==> src/rtl/fb_pkg.sv <==
// Shared constants and elaboration helpers for the frame-buffer pixel streamer.
package fb_pkg;

   localparam int unsigned DEF_WORD_W     = 32;
   localparam int unsigned DEF_PIX_W      = 8;
   localparam int unsigned DEF_FIFO_DEPTH = 8;

   // Ceiling log2 for elaboration-time sizing
   function automatic int unsigned clog2(input int unsigned value);
      int unsigned result;
      result = 0;
      while ((64'd1 << result) < 64'(value)) result++;
      return result;
   endfunction

   // Lane index width, kept at least one bit wide
   function automatic int unsigned lane_w(input int unsigned ppw);
      return (ppw > 1) ? clog2(ppw) : 1;
   endfunction

   localparam int unsigned PIX_PER_WORD = DEF_WORD_W / DEF_PIX_W;
   localparam int unsigned LANE_W       = lane_w(PIX_PER_WORD);
   localparam int unsigned LVL_W        = clog2(DEF_FIFO_DEPTH) + 1;

endpackage

==> src/rtl/fb_word_fifo.sv <==
// Synchronous show-ahead word FIFO with flush; holds prefetched frame RAM words.
module fb_word_fifo
   import fb_pkg::*;
#(
   parameter int unsigned WORD_W  = DEF_WORD_W,
   parameter int unsigned DEPTH   = DEF_FIFO_DEPTH,
   parameter int unsigned LEVEL_W = LVL_W
) (
   input  logic               clk,
   input  logic               reset_n,
   input  logic               flush,
   input  logic               push,
   input  logic               pop,
   input  logic [WORD_W-1:0]  din,
   output logic [WORD_W-1:0]  dout,
   output logic [LEVEL_W-1:0] level
);

   localparam int unsigned PTR_W = (DEPTH > 1) ? clog2(DEPTH) : 1;

   logic [WORD_W-1:0] mem [DEPTH];
   logic [PTR_W-1:0]  wr_ptr;
   logic [PTR_W-1:0]  rd_ptr;
   logic              do_push;
   logic              do_pop;

   assign do_pop  = pop && (level != '0);
   assign do_push = push && (level < LEVEL_W'(DEPTH));
   assign dout    = mem[rd_ptr];

   // Storage array: written on accepted push only
   always_ff @(posedge clk) begin
      if (do_push && !flush) mem[wr_ptr] <= din;
   end

   // Pointers and occupancy; flush empties the FIFO
   always_ff @(posedge clk or negedge reset_n) begin
      if (!reset_n) begin
         wr_ptr <= '0;
         rd_ptr <= '0;
         level  <= '0;
      end else if (flush) begin
         wr_ptr <= '0;
         rd_ptr <= '0;
         level  <= '0;
      end else begin
         if (do_push) wr_ptr <= wr_ptr + PTR_W'(1);
         if (do_pop)  rd_ptr <= rd_ptr + PTR_W'(1);
         level <= level + LEVEL_W'(do_push) - LEVEL_W'(do_pop);
      end
   end

endmodule

==> src/rtl/fb_pixel_streamer.sv <==
// Frame-buffer read engine: prefetches RAM words into a FIFO and unpacks them
// LSB lane first into one pixel per pix_req. Optional underrun counter is
// enabled by defining FB_UNDERRUN_CNT_EN.
module fb_pixel_streamer
   import fb_pkg::*;
#(
   parameter int unsigned      WORD_W       = 32,
   parameter int unsigned      PIX_W        = 8,
   parameter int unsigned      ADDR_W       = 17,
   parameter int unsigned      FRAME_WORDS  = 76800,
   parameter int unsigned      RAM_LAT      = 1,
   parameter int unsigned      FIFO_DEPTH   = 8,
   parameter logic [PIX_W-1:0] UNDERRUN_PIX = '0
) (
   input  logic                        clk,
   input  logic                        reset_n,
   input  logic                        frame_start,
   input  logic                        pix_req,
   output logic [PIX_W-1:0]            pix_data,
   output logic                        pix_valid,
   output logic                        ram_rd_en,
   output logic [ADDR_W-1:0]           ram_addr,
   input  logic [WORD_W-1:0]           ram_rdata,
   output logic [clog2(FIFO_DEPTH):0]  fifo_level,
   output logic                        underrun
`ifdef FB_UNDERRUN_CNT_EN
   ,
   output logic [15:0]                 underrun_cnt
`endif
);

   localparam int unsigned NPIX       = WORD_W / PIX_W;
   localparam int unsigned LANE_BITS  = lane_w(NPIX);
   localparam int unsigned LEVEL_BITS = clog2(FIFO_DEPTH) + 1;
   localparam int unsigned SUM_BITS   = LEVEL_BITS + 1;

   logic                       rd_en_q;
   logic [ADDR_W-1:0]          addr_q;
   logic [RAM_LAT-1:0]         pipe_q;
   logic [LEVEL_BITS-1:0]      infl_q;
   logic [LEVEL_BITS-1:0]      drain_q;
   logic [LANE_BITS-1:0]       lane_q;

   logic [WORD_W-1:0]          head_word;
   logic [NPIX-1:0][PIX_W-1:0] head_lanes;

   logic                       ret_c;
   logic                       push_c;
   logic                       pop_c;
   logic                       serve_c;
   logic                       empty_c;
   logic                       lane_last_c;
   logic [LEVEL_BITS-1:0]      infl_nx_c;
   logic [LEVEL_BITS-1:0]      drain_nx_c;
   logic [LEVEL_BITS-1:0]      level_nx_c;
   logic                       rd_en_nx_c;

   assign ram_rd_en  = rd_en_q;
   assign ram_addr   = addr_q;
   assign head_lanes = head_word;

   fb_word_fifo #(
      .WORD_W  (WORD_W),
      .DEPTH   (FIFO_DEPTH),
      .LEVEL_W (LEVEL_BITS)
   ) u_fifo (
      .clk     (clk),
      .reset_n (reset_n),
      .flush   (frame_start),
      .push    (push_c),
      .pop     (pop_c),
      .din     (ram_rdata),
      .dout    (head_word),
      .level   (fifo_level)
   );

   // Fetch gate, drain accounting and unpack handshake for this cycle
   always_comb begin
      ret_c       = pipe_q[RAM_LAT-1];
      push_c      = 1'b0;
      pop_c       = 1'b0;
      serve_c     = pix_req && !frame_start;
      empty_c     = (fifo_level == '0);
      lane_last_c = (lane_q == LANE_BITS'(NPIX - 1));
      infl_nx_c   = infl_q + LEVEL_BITS'(rd_en_q) - LEVEL_BITS'(ret_c);
      drain_nx_c  = drain_q;
      level_nx_c  = fifo_level;

      // Returning words are dropped while a post-frame_start drain is pending
      push_c = ret_c && (drain_q == '0) && !frame_start;
      pop_c  = serve_c && !empty_c && lane_last_c;

      if (frame_start) begin
         drain_nx_c = infl_nx_c;
         level_nx_c = '0;
      end else begin
         if (ret_c && (drain_q != '0)) drain_nx_c = drain_q - LEVEL_BITS'(1);
         level_nx_c = fifo_level + LEVEL_BITS'(push_c) - LEVEL_BITS'(pop_c);
      end

      rd_en_nx_c = (drain_nx_c == '0) &&
                   ((SUM_BITS'(level_nx_c) + SUM_BITS'(infl_nx_c)) < SUM_BITS'(FIFO_DEPTH));
   end

   // Read strobe, wrapping word address, return-marker pipe and counters
   always_ff @(posedge clk or negedge reset_n) begin
      if (!reset_n) begin
         rd_en_q <= 1'b0;
         addr_q  <= '0;
         pipe_q  <= '0;
         infl_q  <= '0;
         drain_q <= '0;
      end else begin
         rd_en_q   <= rd_en_nx_c;
         infl_q    <= infl_nx_c;
         drain_q   <= drain_nx_c;
         pipe_q[0] <= rd_en_q;
         for (int i = 1; i < int'(RAM_LAT); i++) pipe_q[i] <= pipe_q[i-1];
         if (frame_start) begin
            addr_q <= '0;
         end else if (rd_en_q) begin
            addr_q <= (addr_q == ADDR_W'(FRAME_WORDS - 1)) ? '0 : addr_q + ADDR_W'(1);
         end
      end
   end

   // Lane unpack; the lane advances on underrun to keep raster phase
   always_ff @(posedge clk or negedge reset_n) begin
      if (!reset_n) begin
         lane_q    <= '0;
         pix_data  <= '0;
         pix_valid <= 1'b0;
         underrun  <= 1'b0;
      end else begin
         pix_valid <= serve_c;
         if (frame_start) begin
            lane_q   <= '0;
            underrun <= 1'b0;
         end else if (serve_c) begin
            lane_q <= lane_last_c ? '0 : lane_q + LANE_BITS'(1);
            if (empty_c) begin
               pix_data <= UNDERRUN_PIX;
               underrun <= 1'b1;
            end else begin
               pix_data <= head_lanes[lane_q];
            end
         end
      end
   end

`ifdef FB_UNDERRUN_CNT_EN
   // Saturating count of underrun pixels, cleared only by reset
   always_ff @(posedge clk or negedge reset_n) begin
      if (!reset_n) begin
         underrun_cnt <= '0;
      end else if (serve_c && empty_c && (underrun_cnt != 16'hFFFF)) begin
         underrun_cnt <= underrun_cnt + 16'd1;
      end
   end
`endif

endmodule
==> config.mk <==
export PLATFORM = sky130hd
export DESIGN_NAME = fb_pixel_streamer
export DESIGN_NICKNAME = d
export VERILOG_FILES = /design/src/rtl/fb_pkg.sv /design/src/rtl/fb_word_fifo.sv /design/src/rtl/fb_pixel_streamer.sv
export SDC_FILE = /design/constraint.sdc
export NUM_CORES = 1
export LEC_CHECK = 0
export CORE_ASPECT_RATIO = 0.8
export CORE_MARGIN = 2
export CORE_UTILIZATION = 25
export CTS_BUF_LIST = sky130_fd_sc_hd__clkbuf_16
export DETAILED_ROUTE_END_ITERATION = 6
export PLACE_DENSITY = 0.45
export SYNTH_ARGS = -nofsm -noshare
export SYNTH_HDL_FRONTEND = slang
export SYNTH_SLANG_ARGS = --single-unit
==> constraint.sdc <==
create_clock -name clk -period 4.54 [get_ports clk]
set_input_delay 0.908 -clock clk [delete_from_list [all_inputs] [get_ports clk]]
set_output_delay 0.908 -clock clk [all_outputs]
set_load 0.005 [all_outputs]
==> flow_metrics.tcl, run 1 <==
set metrics [dict create \
    outcome "finished, final reports clean" \
    p_int_w 0.00495 \
    drc 0 \
    drt_iter0_drc 417 \
    timing.final.crit_share 0.821 \
    clkTransAtPathRegs_ps 60 \
    hold_path.class "in2async" \
    cts_repair_resize_count 0 \
    post_cts_buffers 0 \
    cp.arrival_ps 4130 \
    min_period_ps 3730 \
    slew_violations 0 \
    powerDensity_mw_per_mm2 410 \
    fin_tns_setup_ps 0 \
    grt_pass1_wl_um 45000 \
    ir_drop_mv 0.223 \
    die_area_mm2 0.0526 \
    path_delay_family "adder cells" \
    cts_tree "yes" \
    rows 73 \
    cts_made_buffers 35 \
    viasPerCell 4.42 \
    routed_wl_um 29600 \
    crit_buf_inv 2 \
    drv_cap 0 \
    worstSetupPathDepth 14 \
    yosys.area.top_type_share 0.605 \
    postSynth.asyncResetShare 0.161 \
    clock_skew_ps 12.5 \
    antenna_found_initial 1 \
    slew_headroom 0.464 \
    synth-xor-area-share 0.0117 \
    synthToLayoutAreaGrowth_pct 20.9 \
    crit_path_max_fanout 3 \
    fillers 4921 \
    r2r_cells 15 \
    die_w_um 256 \
    ant_nets 0 \
    seq_area_frac_synth 0.702 \
    synth_area_leaders "edfxtp_1, dfrtp_1, mux2i_1" \
    wl_per_cell_um 19.1 \
    multi_input_area_mm2 0.00352 \
    clock_sinks 305 \
    tightest_slew_ps 798 \
    power_frac_clock 0.441 \
    slowest_delay_ps 480 \
    critPathCaptureType "register" \
    io_buffers 67 \
    final-setup-viol-count 0 \
    clockRootBuffer "clkbuf_16" \
    finalHoldWorstSlack_ps 356 \
    grt_usage 0.114 \
    synth.most_common_cell "edfxtp_1" \
    firstDrtPassIters 5 \
    path_class "in2reg" \
    synth_compound_area_frac 0.0603 \
    rsz0062_at_grt "false" \
    crit_top_cell "ha_1" \
    ys.flop_type "edfxtp_1" \
    ys_seq_elements 305 \
    seq_power_share 0.494 \
    leakage_nw 5.02 \
    design.core.area_mm2 0.0500 \
    max_freq_mhz 268 \
    finalHoldViolCount 0 \
    power_frac_comb 0.065 \
    synth_top_family_by_area "multiplexers" \
    p_sw_w 0.00135 \
    antenna_cells 0 \
    syn_avg_cell_area_um2 16.8 \
    gp_congestion 0.760 \
    clk_path_buf_depth 3 \
    start_util 0.254 \
    synth_common_cells "edfxtp_1, mux2i_1, dfrtp_1, a21oi_1, nor2_1" \
    yosys_warnings 0 \
    clk_latency_ps 510 \
    synthMuxAreaShare 0.124 \
    path_cells "clkdlybuf4s50_1, nand2b_1, nor2_1, and2_1, ha_1, inv_1, ha_1, fa_1, nor2b_1, ha_1, a41o_1, a2111oi_0, o211ai_1, nor4_1" \
    cp-start-kind "input pin" \
    synth_area_mm2 0.0127 \
    fin_nets 906 \
    grt_overflow_total 0 \
    grt_max_degree 63 \
    cp.required_ps 4940 \
    first_global_vias 6991 \
    cp_slowest_cell "clkdlybuf4s50_1" \
    synth_edf_count 256 \
    synth_cells 755 \
    switching_share 0.215 \
    via_count 6835 \
    seqCellArea_mm2 0.00892 \
    cts_max_level 2 \
    synth_cell_type_count 52 \
    fin_util 0.307 \
    dpl.hpwl_um 17700 \
    synth-simple-area-share 0.0531 \
    io_pins 68 \
    yosysTopAreaCell "edfxtp_1" \
    postCtsHoldBufs 0 \
    die_h_um 206 \
    synth-adder-area-share 0.0244 \
    drive_gt1_frac 0.161 \
    synth_nets 814 \
]
## layout by cell type (no fill, tap or decap), types with 9 or more instances in the layout
cell type	count
edfxtp_1	256
clkdlybuf4s50_1	66
mux2i_1	50
dfrtp_1	47
clkbuf_16	37
a21oi_1	34
inv_1	32
nand2_1	30
nor2_1	29
mux2_2	26
mux4_2	22
buf_4	22
ha_1	20
nor2b_1	15
a22oi_1	14
o21ai_0	13
nand3_1	11
a211oi_1	11
mux4_1	11
nand2b_1	10
xnor2_1	9
o22ai_1	9
## cells by family after synthesis
group | Yosys count
AOI/OAI and AO/OA | 111
adders and majority gates | 23
and+or+nand+nor | 131
buffers and inverters | 59
muxes | 109
xor gates and xnor gates | 17
DFF | 305
## sequential cells by signal (all words and copies together), names as in the netlist
name and count:
lane_q 2, infl_q 4, ram_rd_en 1, u_fifo.mem 256, u_fifo.rd_ptr 3, pipe_q 1
u_fifo.wr_ptr 3, underrun 1, ram_addr 17, u_fifo.level 4, drain_q 4, pix_data 8
pix_valid 1
## area by class of cell
type,count,area share
sequential,305,0.581
multi-input combinational,391,0.229
clock buffer,37,0.0603
timing repair buffer,90,0.0554
tap,675,0.0550
clock inverter,24,0.0136
inverter,24,0.00586
## stage by stage
step / worst slack, ps / cells / total power [W] / area [µm²]
2_1_floorplan: 72.8 / 755 / 0.00341 / 12700
3_3_place_gp: 329 / 1485 / 0.00359 / 14200
3_5_place_dp: 268 / 1485 / 0.00360 / 14200
4_1_cts: 800 / 1546 / 0.00641 / 15400
5_1_grt: 493 / 1546 / 0.00659 / 15400
6_report: 812 / 1546 / 0.00630 / 15400
## worst paths after layout
check | slack, ps | startpoint | to
worst max-delay path | 810 | frame_start | ram_rd_en
worst min-delay path | 360 | reset_n | u_fifo.level[3]
worst max register to register | 960 | u_fifo.level[3] | ram_rd_en
worst min register to register | 510 | pix_data[3] | pix_data[3]
max in group asynchronous | 3330 | reset_n | pix_data[4]
min in group clk | 510 | pix_data[3] | pix_data[3]
## layer usage
layer	part of all wire	vias to the layer above	track usage	wire (µm)
met2	0.44	145	0.171	13000
li1	-	3153	-	-
met1	0.49	3498	0.168	14600
met4	0.015	2	0.0261	442
met5	0.00054	-	0	16
met3	0.052	37	0.0225	1520
## power groups by stage
stage          Combinational [W]  Clock [W]  Sequential [W]
6_report                0.000411    0.00278         0.00311
5_1_grt                 0.000481    0.00299         0.00312
4_1_cts                 0.000424    0.00288         0.00312
3_5_place_dp            0.000423          0         0.00317
3_3_place_gp            0.000421          0         0.00317
2_1_floorplan           0.000245          0         0.00317
Note: power is estimated with default switching activity, not from simulation.
==> run 2, diff against run 1 <==
--- a/config.mk
+++ b/config.mk
@@ -10,7 +10,7 @@
 export CORE_UTILIZATION = 25
 export CTS_BUF_LIST = sky130_fd_sc_hd__clkbuf_16
 export DETAILED_ROUTE_END_ITERATION = 6
-export PLACE_DENSITY = 0.45
+export PLACE_DENSITY = 0.44
 export SYNTH_ARGS = -nofsm -noshare
 export SYNTH_HDL_FRONTEND = slang
 export SYNTH_SLANG_ARGS = --single-unit
==> constraint.sdc (replaced) <==
create_clock -name clk -period 3.8 [get_ports clk]
set_input_delay 0.76 -clock clk [delete_from_list [all_inputs] [get_ports clk]]
set_output_delay 0.76 -clock clk [all_outputs]
set_load 0.005 [all_outputs]
==> flow_metrics.tcl, run 2 (synthesized netlist as in run 1, its figures left out) <==
set metrics [dict create \
    outcome "finished, final reports clean" \
    ir_drop_mv 0.260 \
    cts_tree "yes" \
    cts_repair_resize_count 0 \
    tightest_slew_ps 967 \
    drv_cap 0 \
    critPathCaptureType "register" \
    rows 73 \
    p_int_w 0.00605 \
    path_cells "clkdlybuf4s50_1, nand2b_1, nor2_1, and2_1, ha_1, inv_1, ha_1, fa_1, nor2b_1, ha_1, a41o_1, a2111oi_2, o211ai_1, nor4_1" \
    setup_ws_ps 320 \
    clkTransAtPathRegs_ps 60 \
    fillers 4917 \
    post_dp_cell_area_mm2 0.0144 \
    top_register "u_fifo.mem" \
    largest_reg_flops 256 \
    clock_skew_ps 23.2 \
    most-common-layout-cells "edfxtp_1, clkdlybuf4s50_1, mux2i_1" \
    firstDrtPassIters 5 \
    path_class "in2reg" \
    final_common_cell "edfxtp_1" \
    rsz0062_at_grt "false" \
    grt_overflow_total 0 \
    clk_latency_ps 520 \
    r2r_cells 15 \
    grt_usage 0.116 \
    first_global_vias 7085 \
    design.core.area_mm2 0.0500 \
    start_util 0.254 \
    crit_path_max_fanout 2 \
    finalHoldViolCount 0 \
    antenna_found_initial 1 \
    grt_pass1_wl_um 45800 \
    stdcell_area_mm2 0.0156 \
    clockRootBuffer "clkbuf_16" \
    postCtsHoldBufs 0 \
    crit_top_cell "ha_1" \
    cp-start-kind "input pin" \
    min_period_ps 3480 \
    viasPerCell 4.41 \
    dpl.hpwl_um 18300 \
    busiest_layer "met2" \
    cp.required_ps 4220 \
    max_freq_mhz 287 \
    preCtsSetupSlack_ps -315 \
    cts_max_level 2 \
    post_cts_buffers 0 \
    drt_iter0_drc 411 \
    via_count 6865 \
    gp_congestion 0.747 \
    clock_sinks 305 \
    cp.arrival_ps 3900 \
    seq_power_share 0.481 \
    hold_path.class "in2async" \
    grt_max_degree 37 \
    drive_gt1_frac 0.173 \
    wl_per_cell_um 19.4 \
    fin_nets 915 \
    die_area_mm2 0.0526 \
    ant_nets 0 \
    slowest_delay_ps 470 \
    power_frac_clock 0.451 \
    routed_wl_um 30200 \
    timing.final.crit_share 0.916 \
    final-setup-viol-count 0 \
    switching_share 0.219 \
    slew_headroom 0.356 \
    met3_usage 0.0239 \
    io_buffers 67 \
    clk_path_buf_depth 3 \
    cp_slowest_cell "clkdlybuf4s50_1" \
    drc 0 \
    grt_use_met1 0.169 \
    powerDensity_mw_per_mm2 496 \
    synthToLayoutAreaGrowth_pct 22.8 \
    p_sw_w 0.00169 \
    leakage_nw 5.09 \
    power_frac_comb 0.069 \
    die_w_um 256 \
    grt_use_met2 0.175 \
    cts_made_buffers 35 \
    die_h_um 206 \
    slew_violations 0 \
    io_pins 68 \
]
run 2: cell types whose count changed in the layout (fill, tap and decap cells not counted), sizes merged:
| cell | before | now |
|---|---|---|
| buf | 24 | 33 |
| bufinv | 4 | 6 |
| clkbuf | 37 | 36 |
| clkinv | 9 | 10 |
| diode | 0 | 1 |
run 2: final timing paths:
path / from / end / slack, ps
hold reg to reg: pix_data[6] / pix_data[6] / 500
setup / recovery: frame_start / ram_rd_en / 320
max in group asynchronous: reset_n / pix_data[1] / 2560
setup reg to reg: u_fifo.level[2] / ram_rd_en / 350
hold / removal: reset_n / u_fifo.wr_ptr[2] / 400
min in group clk: pix_data[6] / pix_data[6] / 500
run 2: layout make-up:
cell class / count / area, µm² / share of cell area
Tap cell: 675 / 845 / 0.0541
Inverter: 24 / 90.1 / 0.00578
Clock buffer: 36 / 901 / 0.0578
Sequential cell: 305 / 8920 / 0.572
Multi-Input combinational cell: 391 / 3570 / 0.229
Antenna cell: 1 / 2.50 / 0.000160
Timing Repair Buffer: 99 / 981 / 0.0629
Clock inverter: 27 / 292 / 0.0187
run 2: power groups by stage:
stage	registers, W	clock network [W]	logic, W
2_1_floorplan	0.00379	0	0.000293
3_3_place_gp	0.00379	0	0.000502
3_5_place_dp	0.00379	0	0.000508
4_1_cts	0.00372	0.00359	0.000511
5_1_grt	0.00373	0.00372	0.000611
6_report	0.00372	0.00349	0.000531
run 2: per-layer routing:
| metal | wire, µm | share of wire | vias to the layer above |
|---|---|---|---|
| met3 | 1370 | 0.045 | 38 |
| met4 | 549 | 0.018 | 0 |
| met5 | 0 | 0 | - |
| li1 | - | - | 3187 |
| met2 | 13300 | 0.44 | 144 |
| met1 | 15000 | 0.50 | 3496 |
run 2: critical path: cells and delay by family:
kind	cells	cell delay (ps)
buf+inv	2	510
simple gates	5	710
compound gates	3	760
fa+ha+maj	4	1150
run 2: through the flow:
stage	utilization	power [W]	hold WS (ps)	TNS (ps)	std cells
after CTS	0.312	0.00782	422	0	1557
final	0.312	0.00774	400	0	1558
after detailed placement	0.288	0.00430	478	-315	1494
after global placement	0.288	0.00429	483	-189	1494
after global routing	0.312	0.00806	463	0	1557
after floorplan	-	0.00408	464	0	755
